### config.mk
export PLATFORM = sky130hd
export DESIGN_NAME = ou_display_seq
export DESIGN_NICKNAME = d
export VERILOG_FILES = /design/src/rtl/ou_pkg.sv /design/src/rtl/bcd_dabble_step.sv /design/src/rtl/ou_display_seq.sv
export SDC_FILE = /design/constraint.sdc
export NUM_CORES = 1
export LEC_CHECK = 0
export ABC_AREA = 1
export BUFFER_PORTS_ARGS = -buffer_cell sky130_fd_sc_hd__buf_4
export CAP_MARGIN = 0
export CORE_ASPECT_RATIO = 1.1
export CORE_UTILIZATION = 40
export DETAILED_ROUTE_END_ITERATION = 6
export SYNTH_ARGS = -nofsm -noshare
export SYNTH_HDL_FRONTEND = slang
export SYNTH_SLANG_ARGS = --single-unit
### constraint.sdc
create_clock -name CLK -period 2.3 [get_ports CLK]
set_clock_uncertainty 0.05 [all_clocks]
set_input_delay 0.23 -clock CLK [delete_from_list [all_inputs] [get_ports CLK]]
set_output_delay 0.23 -clock CLK [all_outputs]
set_load 0.01 [all_outputs]
### src/rtl/ou_pkg.sv
// Shared definitions for the calculator output unit.
//  - state_t     : sequencing FSM encoding (IDLE / CONV / COMMIT)
//  - ITER_LAST   : value of the iteration counter on the final double-dabble step
//  - BCD_ADJ_*   : double-dabble nibble adjust threshold and offset
//  - mag_of()    : two's-complement magnitude of an 8-bit result
package ou_pkg;

  typedef enum logic [1:0] {
    IDLE   = 2'd0,
    CONV   = 2'd1,
    COMMIT = 2'd2
  } state_t;

  localparam logic [2:0] ITER_LAST      = 3'd7;
  localparam logic [3:0] BCD_ADJ_THRESH = 4'd5;
  localparam logic [3:0] BCD_ADJ_OFFSET = 4'd3;

  // Magnitude as an unsigned 8-bit value. -128 maps to 8'd128, which still
  // fits, so the 9-bit intermediate never needs its top bit.
  function automatic logic [7:0] mag_of(input logic [7:0] v);
    return v[7] ? (~v + 8'd1) : v;
  endfunction

endpackage

### src/rtl/bcd_dabble_step.sv
// One combinational double-dabble iteration.
//  bcd_in  [8:0] : current BCD accumulator without its top bit
//                  ({hundreds[0], tens, ones}); hundreds[1] is shifted out
//                  of the accumulator and therefore not needed here
//  mag_in  [7:0] : remaining binary magnitude, MSB is shifted in next
//  bcd_out [9:0] : adjusted and shifted accumulator {hundreds, tens, ones}
//  mag_out [7:0] : magnitude shifted left by one
module bcd_dabble_step
  import ou_pkg::*;
(
  input  logic [8:0] bcd_in,
  input  logic [7:0] mag_in,
  output logic [9:0] bcd_out,
  output logic [7:0] mag_out
);

  logic [3:0] ones_adj;
  logic [3:0] tens_adj;

  // The hundreds digit never exceeds 1 for an 8-bit magnitude, so it never
  // reaches the adjust threshold and needs no adder.
  always_comb begin
    ones_adj = (bcd_in[3:0] >= BCD_ADJ_THRESH) ? bcd_in[3:0] + BCD_ADJ_OFFSET
                                               : bcd_in[3:0];
    tens_adj = (bcd_in[7:4] >= BCD_ADJ_THRESH) ? bcd_in[7:4] + BCD_ADJ_OFFSET
                                               : bcd_in[7:4];
    bcd_out  = {bcd_in[8], tens_adj, ones_adj, mag_in[7]};
    mag_out  = {mag_in[6:0], 1'b0};
  end

endmodule

### src/rtl/ou_display_seq.sv
// Sequencing controller for the calculator output unit.
// Captures a two's-complement result on LoadOU, converts it to sign plus
// three BCD digits with an iterative double-dabble, and publishes digits,
// sign and leading-zero blank flags with a one-cycle Done pulse. One pending
// result is held so that loads arriving while busy are not lost.
//  CLK      : clock, rising edge
//  Reset    : synchronous active-high reset
//  LoadOU   : load strobe, Din sampled on every edge where it is high
//  Din      : result from the datapath
//  Busy     : conversion or commit in progress (covers the Done cycle)
//  Done     : one-cycle pulse, outputs updated on the same edge
//  ONES/TENS/HUNDREDS : registered BCD digits
//  Neg      : displayed value is negative
//  BlankH/BlankT : hundreds / tens digit is a leading zero (BLANK_LZ=1 only)
module ou_display_seq
  import ou_pkg::*;
#(
  parameter int WIDTH    = 8,
  parameter bit BLANK_LZ = 1'b1
) (
  input  logic             CLK,
  input  logic             Reset,
  input  logic             LoadOU,
  input  logic [WIDTH-1:0] Din,
  output logic             Busy,
  output logic             Done,
  output logic [3:0]       ONES,
  output logic [3:0]       TENS,
  output logic [1:0]       HUNDREDS,
  output logic             Neg,
  output logic             BlankH,
  output logic             BlankT
);

  state_t      state;
  state_t      state_nxt;
  logic [2:0]  it;
  logic [9:0]  bcd;
  logic [7:0]  mag;
  logic        sr_neg;
  logic        pend_valid;
  logic [7:0]  pend_din;
  logic        start;
  logic [7:0]  start_din;
  logic [9:0]  step_bcd;
  logic [7:0]  step_mag;

  bcd_dabble_step u_step (
    .bcd_in  (bcd[8:0]),
    .mag_in  (mag),
    .bcd_out (step_bcd),
    .mag_out (step_mag)
  );

  // A new conversion starts from IDLE on a load, or straight out of COMMIT.
  // On the COMMIT edge a fresh load beats the pending entry (last writer wins).
  always_comb begin
    // NOTE: every combinational output gets a default first so no path through
    // the case leaves it unassigned, which would infer a latch.
    start     = 1'b0;
    start_din = Din;
    case (state)
      IDLE:    start = LoadOU;
      COMMIT: begin
        start = LoadOU | pend_valid;
        if (!LoadOU) start_din = pend_din;
      end
      default: ;
    endcase
  end

  // ---------------- FSM: state register ----------------
  always_ff @(posedge CLK) begin
    // NOTE: sequential state uses non-blocking assignments so every register
    // samples pre-edge values regardless of process evaluation order.
    if (Reset) state <= IDLE;
    else       state <= state_nxt;
  end

  // ---------------- FSM: next state ----------------
  always_comb begin
    state_nxt = state;
    case (state)
      IDLE:    if (LoadOU) state_nxt = CONV;
      CONV:    if (it == ITER_LAST) state_nxt = COMMIT;
      COMMIT:  state_nxt = start ? CONV : IDLE;
      default: state_nxt = IDLE;
    endcase
  end

  // ---------------- FSM: outputs ----------------
  // Done is high in the cycle after COMMIT; folding it in keeps Busy high
  // through E9..E10 and gapless when a new conversion starts at COMMIT.
  always_comb begin
    Busy = (state != IDLE) | Done;
  end

  // ---------------- Datapath: shift register, counter, pending ----------------
  always_ff @(posedge CLK) begin
    if (Reset) begin
      // NOTE: the shift register and pending data are always overwritten before
      // use; they are reset anyway so an aborted conversion leaves nothing stale.
      it         <= '0;
      bcd        <= '0;
      mag        <= '0;
      sr_neg     <= 1'b0;
      pend_valid <= 1'b0;
      pend_din   <= '0;
    end else begin
      if (start) begin
        it     <= '0;
        bcd    <= '0;
        mag    <= mag_of(start_din);
        sr_neg <= start_din[7];
      end else if (state == CONV) begin
        it  <= it + 3'd1;
        bcd <= step_bcd;
        mag <= step_mag;
      end

      // Loads during CONV park in the single pending slot; COMMIT always
      // drains it (either consumed or superseded by a same-edge load).
      if (state == CONV && LoadOU) begin
        pend_valid <= 1'b1;
        pend_din   <= Din;
      end else if (state == COMMIT) begin
        pend_valid <= 1'b0;
      end
    end
  end

  // ---------------- Output registers ----------------
  always_ff @(posedge CLK) begin
    if (Reset) begin
      Done     <= 1'b0;
      ONES     <= '0;
      TENS     <= '0;
      HUNDREDS <= '0;
      Neg      <= 1'b0;
      BlankH   <= BLANK_LZ;
      BlankT   <= BLANK_LZ;
    end else begin
      Done <= (state == COMMIT);
      if (state == COMMIT) begin
        HUNDREDS <= bcd[9:8];
        TENS     <= bcd[7:4];
        ONES     <= bcd[3:0];
        Neg      <= sr_neg;
        BlankH   <= BLANK_LZ & (bcd[9:8] == 2'd0);
        BlankT   <= BLANK_LZ & (bcd[9:8] == 2'd0) & (bcd[7:4] == 4'd0);
      end
    end
  end

endmodule

After elaboration in Yosys (flattened, before gate mapping)
Cells that the tools add are included.
{"block": "word_totals", "reg_bits": 47, "latch_bits": 0, "ram_bits": 0, "romBits": 0, "in_bits": 11, "output_inout_bits": 15, "n_memories": 0}
{"block": "classes", "add_sub_neg": 4, "multipliers": 0, "div": 0, "magnitude_cmp": 2, "n_eq_ne": 5, "shifts": 0, "muxes": 14, "bitwise_logic": 4, "reduce_logical": 9}
{"operator": "2-to-1 mux 8 bit", "n": 5}
{"operator": "adder 4 x 2 -> 4 bit, second input constant", "n": 2}
{"operator": "adder 8 x 1 -> 8 bit, second input constant", "n": 1}
{"operator": ">= comparator 4 x 3 -> 1 bit, second input constant", "n": 2}
{"operator": "2-to-1 mux 4 bit", "n": 2}
{"operator": "inverter 8 bit", "n": 1}
{"operator": "case mux 2 bit (3 select lines)", "n": 1}
{"operator": "nonzero test 2 bit", "n": 3}
{"operator": "zero test 2 bit", "n": 2}
{"operator": "zero test 4 bit", "n": 1}
{"operator": "2-to-1 mux 2 bit", "n": 2}
{"operator": "inequality test 2 bit, second input constant", "n": 2}
{"operator": "adder 3 x 1 -> 3 bit, second input constant", "n": 1}
{"operator": "equality test 3 bit, second input constant", "n": 1}
{"operator": "2-to-1 mux 1 bit", "n": 3}
{"operator": "equality test 2 x 1 -> 1 bit, second input constant", "n": 1}
{"operator": "equality test 2 bit, second input constant", "n": 1}
{"operator": "OR 1 bit", "n": 2}
{"operator": "case mux 1 bit (2 select lines)", "n": 1}
{"operator": "AND reduction 2 bit", "n": 1}
{"operator": "OR reduction 2 bit", "n": 1}
{"operator": "AND 1 bit", "n": 1}
{"operator": "logical AND 1 bit", "n": 1}

Logic depth before layout (Yosys ltp)
{"block": "logic_depth", "ltp_word": 6, "depth_mapped": 14, "depth_no_buf": 14}

Hierarchy
From an unflattened synthesis, not the netlist that was laid out.
{"block": "unflattened", "hier_cells": 360, "hier_area_um2": 2427.3}
{"module": "ou_display_seq", "n_inst": 1, "cells_each": 305, "area_each_um2": 2103.3, "seq_area_each_um2": 940.9}
{"module": "bcd_dabble_step", "n_inst": 1, "cells_each": 55, "area_each_um2": 324.1, "seq_area_each_um2": 0.0}

Worst setup path before layout
Ideal clock, no wire load.
{"block": "synth_path", "kind": "flip-flop to flip-flop", "startpoint": "register state[1]", "endpoint": "register mag[6]", "setup_ps": 132, "t_arrival_ps": 1423, "t_required_ps": 2118, "slack_ps": 695, "stages_incl_launch_ff": 14, "period_less_slack_ps": 1605, "cell_sequence": "dfxtp_1 -> inv_1 -> nor2_2 -> buf_6 -> nand3_1 -> nand2_2 -> ha_1 -> nand3_1 -> nand2_2 -> nand3b_1 -> nand2_1 -> nand2_1 -> nand2_1 -> a21oi_1"}
{"block": "synth_between", "elab_chain_cells": 6, "elab_cells_between_ends": 10, "cone_classes": "1 x add/sub; 2 x eq/ne; 4 x mux; 1 x bitwise; 2 x reduce/logical"}
{"element": "start: declaration", "line": "ou_display_seq.sv:35", "source": "state_t state;"}
{"element": "start signal: assignment", "line": "ou_display_seq.sv:77", "source": "else state <= state_nxt;"}
{"element": "equality test 2 bit", "line": "ou_display_seq.sv:62", "source": "case (state)"}
{"element": "2-to-1 mux 8 bit", "line": "ou_display_seq.sv:62"}
{"element": "inverter 8 bit", "line": "ou_pkg.sv:21", "source": "return v[7] ? (~v + 8'd1) : v;"}
{"element": "adder 8 x 1 -> 8 bit", "line": "ou_pkg.sv:21"}
{"element": "2-to-1 mux 8 bit", "line": "ou_pkg.sv:21"}
{"element": "2-to-1 mux 8 bit", "line": "ou_display_seq.sv:110", "source": "if (start) begin"}
{"element": "end signal: assignment", "line": "ou_display_seq.sv:113", "source": "mag <= mag_of(start_din);"}
{"element": "end signal: assignment", "line": "ou_display_seq.sv:118", "source": "mag <= step_mag;"}
{"element": "end: declaration", "line": "ou_display_seq.sv:39", "source": "logic [7:0] mag;"}
Several ways; a longest one is shown, not always the timed one.
A chain may end at the register's enable or synchronous reset.

Worst setup path in the final report
Ends and elaborated chain as after synthesis.

==> results.txt <==
The final-report setup violation count came out at 0. The die extent in x came out at approximately 73 um. Clock tree synthesis selected as its root buffer the cell sky130_fd_sc_hd__clkbuf_8. Setup repair after global routing left no endpoint under its margin.

The number of global-route vias before repair came out at 1888. The design draws 1.54 mW. The initial cell density of the core came out at around two fifths. The area of the mapped netlist came out at ~2200 sq um. Data arrives at the worst endpoint at 1.98 ns.

Counting distinct cell types in the post-synthesis netlist gives 31. The number of maximum-capacitance violations is 0. The top fanout value on the critical path is 10.

The row count is 28. The endpoint class of the critical path is a flip-flop. TritonCTS built the clock tree. The fraction of the cycle the final worst path needs came out at between 70% and 80%. The path class of the tightest hold or removal check is input pin to flip-flop. The share of layout cells above drive strength 1 is between 10% and 20%.

The normalized max-slew margin is 59.7%. The placer's final routability congestion estimate came out at 0.799. The commonest cells after synthesis are sky130_fd_sc_hd__nand2_1 (68), sky130_fd_sc_hd__dfxtp_1 (47), sky130_fd_sc_hd__a21oi_1 (39).

For this block, the initial DRC count from the detailed router was slightly above 60. The static leakage power came out at approximately 1.1 nW. The post-synthesis to final-layout area growth is 15.6%. The final layout net count is 350. The boundary pin count is 26.

The synthesized design devotes to its leading area cell type about 42% of total area. The placement-stage worst setup slack is about 0.5 ns. Once the clock tree was built, the setup fixing pass inserted 0 buffers. The worst setup path category is flip-flop to flip-flop. The post-synthesis net count is about 320. The number of search-and-repair iterations in the first detailed-routing pass came out at 4. For this design the ratio of total power to cell area is 600 nW/um^2. Summed over all instances, the cell type with the most area after synthesis is sky130_fd_sc_hd__dfxtp_1. The antenna violation net count after detailed routing came out at 0. The total wire length after detailed routing is about 4.7 mm. Counting the buffers created by CTS gives 5. The final worst hold slack came out at ~0.16 ns. The clock drives between 40 and 50 sinks. The average via count per standard cell is between 4 and 5. The synthesized area divided by synthesized cell count came out at around 7.3 sq um. The global routing usage summed across all routing layers is 18.2%. At the worst endpoint, the required time is between 2 and 2.5 ns.

The number of failing hold endpoints at the final stage is 0. The number of buffer cells added on primary ports is 25. The slew at the pin with the worst max-slew slack is 0.604 ns. The clock slew at the register clock pins of the worst setup and hold paths came out at about 0.090 ns. Registers take about 940 sq um. The first-pass GRT wire length is 8.20 mm. Once routing completed, OpenROAD measured the worst setup slack at ~0.51 ns. Yosys mapped a number of flops with a built-in enable equal to 0. The area of the core region is ~5400 sq um. The worst setup path is launched from a flip-flop. After technology mapping, the gate count stands at 305. The initial antenna violation count came out at 0. For this run, the leading register cell type out of synthesis is sky130_fd_sc_hd__dfxtp_1. The number of antenna repair diodes came out at 0.

The remaining global-route overflow came out at 0. Fill cells in the final layout number approximately 580. The largest vdd supply drop is a little over 0.3 mV. The flow ran to the end, and the final reports show no timing, DRC or antenna violations. Summing the sequential cell areas from Yosys gives 42.5% of the chip area. The total negative slack for setup checks is 0 ns. The proportion of register bits with asynchronous set or reset after synthesis is 0%. The max-slew violation count came out at 0.

The DRC violations left is 0. The largest net degree at the start of global routing came out at 23. The final route contains 1920 vias. The total area of multi-input combinational cells came out at about 1100 sq um. In the final routed layout, each cell accounts on average for between 10 and 15 um. At the later pin of the worst-skew pair, clock insertion delay measures around 0.3 ns. CTS built an H-tree with a depth of 2.

The HPWL reported at the end of detailed placement is between 3 and 4 mm. The number of buffers inserted by hold repair at cts came out at 0. The yosys synthesis warning count came out at 0. For this run, the top clock speed supported by timing is 559 MHz. Yosys attributes the largest share of cell area to sky130_fd_sc_hd__dfxtp_1 (42%), sky130_fd_sc_hd__nand2_1 (12%), sky130_fd_sc_hd__a21oi_1 (8.8%), sky130_fd_sc_hd__o21ai_0 (7.9%), sky130_fd_sc_hd__inv_1 (5.4%). The full die area is a little under 6000 sq um.

The total of flip-flops plus latches after synthesis came out at 47. Among all cell types in the netlist, the one instantiated most often is sky130_fd_sc_hd__nand2_1. The die is 80.0 um tall.

Post-CTS repair changed the size of 0 cells. The final period demand of the worst path is 1.79 ns. The clock passes through at most 2 buffers.
## cells in the final DEF, fill, tap and decap left out
| cell type | n |
|---|---|
| sky130_fd_sc_hd__a211o_1 | 1 |
| sky130_fd_sc_hd__a21o_1 | 1 |
| sky130_fd_sc_hd__a21oi_1 | 39 |
| sky130_fd_sc_hd__a31oi_1 | 1 |
| sky130_fd_sc_hd__buf_4 | 29 |
| sky130_fd_sc_hd__clkbuf_8 | 5 |
| sky130_fd_sc_hd__clkinv_1 | 1 |
| sky130_fd_sc_hd__clkinv_2 | 1 |
| sky130_fd_sc_hd__clkinv_4 | 1 |
| sky130_fd_sc_hd__dfxtp_1 | 47 |
| sky130_fd_sc_hd__ha_1 | 8 |
| sky130_fd_sc_hd__inv_1 | 32 |
| sky130_fd_sc_hd__inv_2 | 4 |
| sky130_fd_sc_hd__nand2_1 | 68 |
| sky130_fd_sc_hd__nand2_2 | 4 |
| sky130_fd_sc_hd__nand3_1 | 11 |
| sky130_fd_sc_hd__nand3_2 | 1 |
| sky130_fd_sc_hd__nand3b_1 | 2 |
| sky130_fd_sc_hd__nand4_1 | 1 |
| sky130_fd_sc_hd__nor2_1 | 19 |
| sky130_fd_sc_hd__nor2_2 | 2 |
| sky130_fd_sc_hd__nor2_4 | 1 |
| sky130_fd_sc_hd__nor3_1 | 2 |
| sky130_fd_sc_hd__nor4_1 | 1 |
| sky130_fd_sc_hd__o211ai_1 | 2 |
| sky130_fd_sc_hd__o21ai_0 | 35 |
| sky130_fd_sc_hd__o21ai_2 | 3 |
| sky130_fd_sc_hd__o21bai_1 | 1 |
| sky130_fd_sc_hd__o31ai_1 | 1 |
| sky130_fd_sc_hd__or2_2 | 1 |
| sky130_fd_sc_hd__xnor2_1 | 3 |
| sky130_fd_sc_hd__xor2_1 | 3 |
## path summary, 6_finish.rpt
kind | start | end | slack [ns] | cells past startpoint
setup reg to reg | state[1] | mag[6] | 0.51 | 13
hold reg to reg | pend_din[6] | pend_din[6] | 0.41 | 2
hold / removal | Reset | pend_valid | 0.16 | 2
setup / recovery | state[1] | mag[6] | 0.51 | 13
## stage by stage
step	instances	instance area [sq um]	utilization, %
2_1_floorplan	305	2210	-
3_3_place_gp	399	2480	46.2
3_5_place_dp	399	2480	46.2
4_1_cts	406	2560	47.8
5_1_grt	406	2560	47.8
6_report	406	2560	47.8
## logic make-up after synthesis
group / count (synthesis) / share of synthesized area (%)
compound gates: 84 / 20.3
xor+xnor: 6 / 2.37
fa+ha+maj: 8 / 4.52
buf+inv: 47 / 8.47
flops: 47 / 42.5
simple gates: 113 / 21.9
## registers in the layout, summed over array words and instances, names as in the netlist
register,flops
BlankT,1
Done,1
bcd,10
HUNDREDS,2
sr_neg,1
Neg,1
TENS,4
ONES,4
pend_valid,1
pend_din,8
BlankH,1
mag,8
it,3
state,2
## worst max-delay path: stages (launching register included)
cell,delay (ns)
sky130_fd_sc_hd__dfxtp_1,0.41
sky130_fd_sc_hd__nand2_2,0.18
sky130_fd_sc_hd__nor2_4,0.17
sky130_fd_sc_hd__nand2_1,0.07
sky130_fd_sc_hd__nand2_1,0.12
sky130_fd_sc_hd__ha_1,0.18
sky130_fd_sc_hd__nand3_1,0.10
sky130_fd_sc_hd__nand2_2,0.10
sky130_fd_sc_hd__nand2_1,0.05
sky130_fd_sc_hd__nand2_1,0.05
sky130_fd_sc_hd__nand2_1,0.05
sky130_fd_sc_hd__nand2_1,0.05
sky130_fd_sc_hd__nand2_1,0.05
sky130_fd_sc_hd__a21oi_1,0.10
## where the power goes
group	total (mW)	switching (mW)	internal, mW
registers	0.863	0.0169	0.846
clock network	0.485	0.277	0.208
logic	0.190	0.120	0.0700
## area by class of cell
| cell class | count | share of cell area [%] |
|---|---|---|
| multi-input cells | 211 | 42.4 |
| flip-flops and latches | 47 | 36.8 |
| repair buffers | 29 | 8.50 |
| inverters | 37 | 5.43 |
| well taps | 75 | 3.67 |
| clock buffers | 5 | 2.69 |
| clock inverters | 2 | 0.538 |
## layer usage
layer	vias up	GRT usage, %	share of wire (%)
met3	6	3.54	3.1
met5	-	0	0
li1	1037	-	-
met1	856	21.4	47
met2	21	32.1	48
met4	0	7.25	1.5
No activity file was read; power rests on OpenSTA's default activity.
